File: src/rtl/lamp_ramp_sequencer.sv
// lamp_ramp_sequencer: steps the lamp bank one lamp at a time toward a decoded target count.
// Build option TARGET_CLAMP_EN: clamp over-range targets to MAX_LAMPS instead of rejecting them.
module lamp_ramp_sequencer #(
   parameter int MAX_LAMPS   = 15,
   parameter int STEP_CYCLES = 4
) (
   input  logic                 clk,
   input  logic                 rst_n,
   input  logic                 en,
   input  logic [3:0]           tcode,
   input  logic [3:0]           ulight,
   input  logic [3:0]           lenght,
   output logic [3:0]           target,
   output logic [3:0]           active_count,
   output logic [MAX_LAMPS-1:0] lamp_mask,
   output logic                 busy,
   output logic                 done,
   output logic                 cfg_err
);
   localparam int pw = STEP_CYCLES > 1 ? $clog2(STEP_CYCLES) : 1;
   localparam logic [pw-1:0] last_pre = pw'(STEP_CYCLES - 1);
   localparam logic [3:0] max_cnt = 4'(MAX_LAMPS);
   localparam logic [1:0] s_idle = 2'd0, s_up = 2'd1, s_down = 2'd2;
   logic [1:0]    state;
   logic [pw-1:0] pre;
   logic [3:0]    dec, inc, dn;
   logic          legal, over, can_up, can_dn, done_q, is_up;
   assign dec    = tcode == 4'b1000 ? ulight : tcode == 4'b0100 ? lenght >> 2 : 4'd0;
   assign legal  = tcode inside {4'b0000, 4'b0001, 4'b0010, 4'b0100, 4'b1000};
   assign over   = dec > max_cnt;
   assign inc    = active_count + 4'd1;
   assign dn     = active_count - 4'd1;
   assign can_up = target > active_count && active_count < max_cnt;
   assign can_dn = target < active_count;
   assign is_up  = state == s_up;
   assign busy   = active_count != target;
   assign done   = done_q & en;
   for (genvar i = 0; i < MAX_LAMPS; i++) begin : g_mask
      assign lamp_mask[i] = active_count > 4'(i);
   end
   always_ff @(posedge clk or negedge rst_n)
      if (!rst_n) begin
         target       <= '0;
         active_count <= '0;
         pre          <= '0;
         state        <= s_idle;
         done_q       <= 1'b0;
         cfg_err      <= 1'b0;
      end else if (!en) begin
         done_q <= 1'b0;
      end else begin
         done_q <= 1'b0;
         if (!legal) cfg_err <= 1'b1;
`ifdef TARGET_CLAMP_EN
         else target <= over ? max_cnt : dec;
`else
         else if (over) cfg_err <= 1'b1;
         else target <= dec;
`endif
         if (state == s_idle) begin
            pre   <= '0;
            state <= can_up ? s_up : can_dn ? s_down : s_idle;
         end else if (pre != last_pre) begin
            pre <= pre + 1'b1;
         end else begin
            pre <= '0;
            // a reversal only turns around here; the next step comes a full period later
            if (is_up ? can_up : can_dn) begin
               active_count <= is_up ? inc : dn;
               if ((is_up ? inc : dn) == target) begin
                  state  <= s_idle;
                  done_q <= 1'b1;
               end
            end else if (is_up ? can_dn : can_up) begin
               state <= is_up ? s_down : s_up;
            end else begin
               state  <= s_idle;
               done_q <= 1'b1;
            end
         end
      end
endmodule

File: config.mk
export PLATFORM = sky130hd
export DESIGN_NAME = lamp_ramp_sequencer
export DESIGN_NICKNAME = d
export VERILOG_FILES = /design/src/rtl/lamp_ramp_sequencer.sv
export SDC_FILE = /design/constraint.sdc
export NUM_CORES = 1
export LEC_CHECK = 0
export ABC_AREA = 1
export BUFFER_PORTS_ARGS = -buffer_cell sky130_fd_sc_hd__buf_2
export CORE_MARGIN = 2
export CORE_UTILIZATION = 50
export DETAILED_ROUTE_END_ITERATION = 6
export PLACE_DENSITY = 0.88
export SLEW_MARGIN = 20
export SYNTH_ARGS = -nofsm -noshare
export SYNTH_HDL_FRONTEND = slang
export SYNTH_SLANG_ARGS = --single-unit
File: constraint.sdc
create_clock -name clk -period 2.6 [get_ports clk]
set_input_delay 0 -clock clk [delete_from_list [all_inputs] [get_ports clk]]
set_output_delay 0 -clock clk [all_outputs]
set_load 0.02 [all_outputs]
; Yosys cells after proc, flatten, opt, wreduce, memory -nomap -nowiden
; Index checks and enable logic that the tools add are counted.
[totals]
regBits = 14
input_bits = 15
out_inout_bits = 26
elab_cells = 74
[op_classes]
add_sub_neg = 3
magnitude_cmp = 19
eq_ne = 11
mux = 23
n_bitwise = 4
n_reduce_logical = 8
[op_table]
columns = op, count
row1 = $gt A4 B4 Y1 const B, 8
row2 = $mux W2, 11
row3 = $gt A4 B3 Y1 const B, 4
row4 = $mux W1, 10
row5 = $gt A4 B1 Y1 const B, 2
row6 = $gt A4 B2 Y1 const B, 2
row7 = $mux W4, 2
row8 = $reduce_and A3 Y1, 2
row9 = $reduce_bool A5 Y1, 1
row10 = $add A4 B1 Y4 const B, 1
row11 = $eq A4 B1 Y1 const B, 1
row12 = $eq A4 B2 Y1 const B, 1
row13 = $eq A4 B3 Y1 const B, 1
row14 = $eq A4 B4 Y1, 1
row15 = $eq A4 B4 Y1 const B, 1
row16 = $gt A4 B4 Y1, 1
row17 = $logic_not A4 Y1, 1
row18 = $lt A4 B4 Y1, 1
row19 = $lt A4 B4 Y1 const B, 1
row20 = $ne A2 B2 Y1 const B, 2
row21 = $ne A4 B4 Y1, 1
row22 = $reduce_and A4 Y1, 1
row23 = $sub A4 B1 Y4 const B, 1
row24 = $ne A3 B2 Y1 const B, 1
row25 = 8 further kinds, 10

; Depth between registers and ports, before layout
[depth]
ltp_word = 8
depth_mapped = 15

; Least setup slack after synthesis
; Ideal clock, no wire load.
[synth_path]
path_type = register to register
start = register active_count[3]
end = register active_count[3]
setup_time_ns = 0.077
arrival_ns = 1.828
required_ns = 2.523
slack_ns = 0.695
stages_incl_launch_ff = 12
path_buffers = 0
cell_sequence = dfrtp_1 inv_2 ha_1 nand2_1 o21bai_1 nand2_1 nand2_1 nand2_1 nand2_2 nor3_4 nand3_1 o21ai_1
[synth_via]
elab_chain_len = 4
word_cells_on_any_way = 9
[synth_rtl]
columns = item, line
row1 = "start, declared", 14  ; output logic [3:0] active_count,
row2 = "start signal, assigned", 69  ; active_count <= is_up ? inc : dn;
row3 = $gt A4 B4 Y1 or $lt A4 B4 Y1 (tied branches), 33  ; assign can_up = target > active_count && active_count < max_cnt;
row4 = $logic_and A1 B1 Y1, 33
row5 = $mux W1, 68  ; if (is_up ? can_up : can_dn) begin
row6 = $reduce_and A4 Y1 (no line), -
; Several ways; a longest one is shown, not always the timed one.
; A chain may end at the register's enable or synchronous reset.

; Worst setup path in the final report
[layout_path]
start = register active_count[3]
end = register active_count[2]
[layout_via]
elab_chain_len = 4
word_cells_on_any_way = 6
[layout_rtl]
columns = item, line
row1 = $gt A4 B4 Y1 or $lt A4 B4 Y1 (tied branches), 33
row2 = $logic_and A1 B1 Y1, 33
row3 = $mux W1 (*), 68
row4 = $reduce_and A4 Y1 (no line) (*), -
; Every way passes the cells marked *; elsewhere a longest branch is shown, timed or not.

==> run_results.csv <==
group,metric,value,unit
logic_synthesis,ys_seq_elements,14,
power_and_ir_drop,p_leak,0.8097,nW
routing,firstDrtPassIters,4,
logic_synthesis,ys_warn_count,0,
final_layout,drive_above_1_share,0.2692,
grt,grt_antenna_before_repair,0,
power_and_ir_drop,ir_worst_vdd,0.0006445,V
logic_synthesis,ys.flop_type,"dfrtp_1",
sta,post-route-worst-setup-slack,542.5,ps
logic_synthesis,synth_edf_count,0,
setup_path,cp_top_family,"simple AND/OR/NAND/NOR gates",
final_layout,post-route-util,0.6488,
die,start_util,0.5185,
logic_synthesis,synthCells,165,
logic_synthesis,syn_avg_cell_area,6.817,um^2
sta,slew_viol_final,0,
logic_synthesis,synth_top_area_frac,0.3115,
routing,avgRoutedWirePerCell,11.22,um
sta,hold_slack,37.90,ps
logic_synthesis,synth_area_leaders,"dfrtp_1, nand2_1, ha_1, inv_1, nand3_1",
placed_design,place_area,1341,um^2
power_and_ir_drop,p_per_area,1221,nW/um^2
die,die_w,51.43,um
grt,grt_overflow,0,
clock_tree,cts-root-buf,"clkbuf_4",
setup_path,path_max_fanout,9,
sta,tns,0,ps
routing,drc,0,
logic_synthesis,yosysSeqAreaShare,0.3115,
grt,grt_max_degree,15,
placed_design,dp.cells,229,
logic_synthesis,async_flop_share,1.000,
routing,drt-vias-per-instance,5.165,
setup_path,crit_chain,"inv_2 -> ha_1 -> nand2_1 -> o21bai_1 -> nand2_1 -> nand2_1 -> nand2_1 -> nand2_2 -> nor3_4 -> nand3_1 -> o21ai_0",
sta,worst_pin_slew,420.7,ps
clock_tree,cts_tree,"done",
routing,route.vias.total,1219,
logic_synthesis,syn_area,1125,um^2
clock_tree,path_clk_slew,90,ps
final_layout,fin_area,1408,um^2
status,outcome,"complete, no violations",
placed_design,pre_cts_slack,599.9,ps
final_layout,fin_nets,233,
grt,grt_pass1_vias,1127,
die,fp-row-count,17,
sta,max-slew-margin-rel,0.7185,
logic_synthesis,yosys.area.top_type,"dfrtp_1",
placed_design,portBuffers,38,
setup_path,worstPathArrival,2270,ps
die,dieArea,2645,um^2
power_and_ir_drop,power.total,1.719,mW
logic_synthesis,yosys-top-cells-count,"nand2_1, inv_1, dfrtp_1, nand3_1",
final_layout,area_growth,25.14,%
worst_hold_path,hp-class,"primary input to flop",
routing,wirelength,2648,um
final_layout,n_antenna_cell,0,
grt,grt_pass1_wl,4443,um
sta,hold_viol_final,0,
routing,drtIter0Drc,16,
placed_design,dp_hpwl,1960,um
clock_tree,cts_resized,0,
logic_synthesis,yosysMostFrequentCell,"nand2_1",
logic_synthesis,syn-num-nets,189,
final_layout,instances_no_fill,236,
setup_path,critical_path.endpoint_type,"flop",
clock_tree,cts_buffers,3,
die,core-area,2170,um^2
run,cap_violations,0,
logic_synthesis,yosys.cell_types.count,27,
setup_path,cp.required,2810,ps
sta,finClkSkew,1.422,ps
die,ios,41,
setup_path,cp-start-kind,"flop",
sta,rsz0062_at_grt,"false",
sta,period_share,0.7914,
setup_path,crit_slowest_cell,"dfrtp_1",
sta,min_period,2058,ps
routing,antenna_left,0,
placed_design,gp_congestion,0.7931,
setup_path,path_common_cell,"nand2_1",
die,die_h,51.43,um
grt,grt.total_usage,0.2204,
setup_path,cp_num_buf_inv,1,
clock_tree,clockBufferDepth,2,
clock_tree,clkSinkCount,14,
sta,finalSetupViolCount,0,
setup_path,crit_path_max_incr_delay,480,ps
sta,max_freq,486.0,MHz
setup_path,crit_type,"flop to flop",
clock_tree,insertion_delay,280,ps
clock_tree,cts_max_level,1,
## worst paths after layout
path | startpoint | endpoint | slack (ps) | cells past startpoint
worst min-delay path | ulight[0] | target[0] | 40 | 4
worst min register to register | cfg_err | cfg_err | 460 | 1
min in group asynchronous | rst_n | done_q | 130 | 2
worst max-delay path | active_count[3] | active_count[2] | 540 | 11
max in group asynchronous | rst_n | pre[0] | 2230 | 2
worst max register to register | active_count[3] | active_count[2] | 540 | 11
## timing repair
item / in CTS / in global routing
setup buffers: 0 / 0
hold endpoints to repair: 16 / 0
hold buffers: 3 / 0
## flip-flops by register name (all words and copies together), names as in the netlist
name / cells
active_count: 4
cfg_err: 1
done_q: 1
pre: 2
state: 2
target: 4
## worst min-delay path: stages
cell and delay (ps):
buf_2 70, a32o_1 120, nand2_1 40, o21ai_0 50
## cell usage in the layout (no fill, tap or decap)
cell | netlist | routed
a21o_1 | 1 | 1
a21oi_1 | 2 | 2
a31oi_1 | 1 | 1
a32o_1 | 2 | 2
buf_2 | 1 | 38
clkbuf_4 | 0 | 3
clkbuf_8 | 0 | 1
dfrtp_1 | 14 | 14
dlygate4sd3_1 | 0 | 3
ha_1 | 9 | 9
inv_1 | 26 | 26
inv_2 | 3 | 3
nand2_1 | 43 | 43
nand2_2 | 4 | 4
nand2_4 | 1 | 1
nand3_1 | 14 | 14
nand3_2 | 1 | 1
nand4_1 | 2 | 2
nor2_1 | 13 | 13
nor2_2 | 3 | 3
nor3_1 | 3 | 3
nor3_4 | 1 | 1
o21a_1 | 1 | 1
o21ai_0 | 13 | 13
o21ai_1 | 2 | 2
o21bai_1 | 1 | 1
o22ai_1 | 1 | 1
or2_2 | 1 | 1
xor2_1 | 1 | 1
## per-layer routing
metal	wire length, um	global-route usage	share of wire
met1	1043	0.2352	0.39
met5	0	0	0
met3	184	0.02339	0.069
met2	1331	0.4252	0.50
met4	88	0.1009	0.033
## cell type report
class / instances / area (um^2)
Clock buffer: 4 / 36.28
Fill cell: 213 / 762.0
Inverter: 29 / 108.9
Multi-Input combinational cell: 120 / 656.9
Sequential cell: 14 / 350.3
Tap cell: 28 / 35.03
Timing Repair Buffer: 41 / 220.2
## logic make-up (layout without fill, tap and decap cells)
kind of cell,after synthesis,after routing,share of synthesized area
fa+ha+maj,9,9,0.1001
xor+xnor,1,1,0.007788
simple gates,86,86,0.3515
buf+inv,31,74,0.1045
compound gates,24,24,0.1246
flops,14,14,0.3115
## power breakdown
| group | leakage, nW | switching (mW) | internal (mW) | total (mW) |
|---|---|---|---|---|
| logic | 0.615 | 0.789 | 0.384 | 1.17 |
| clock network | 0.0210 | 0.0740 | 0.0853 | 0.159 |
| registers | 0.173 | 0.103 | 0.284 | 0.387 |
Power figures use the tool's default switching activity.
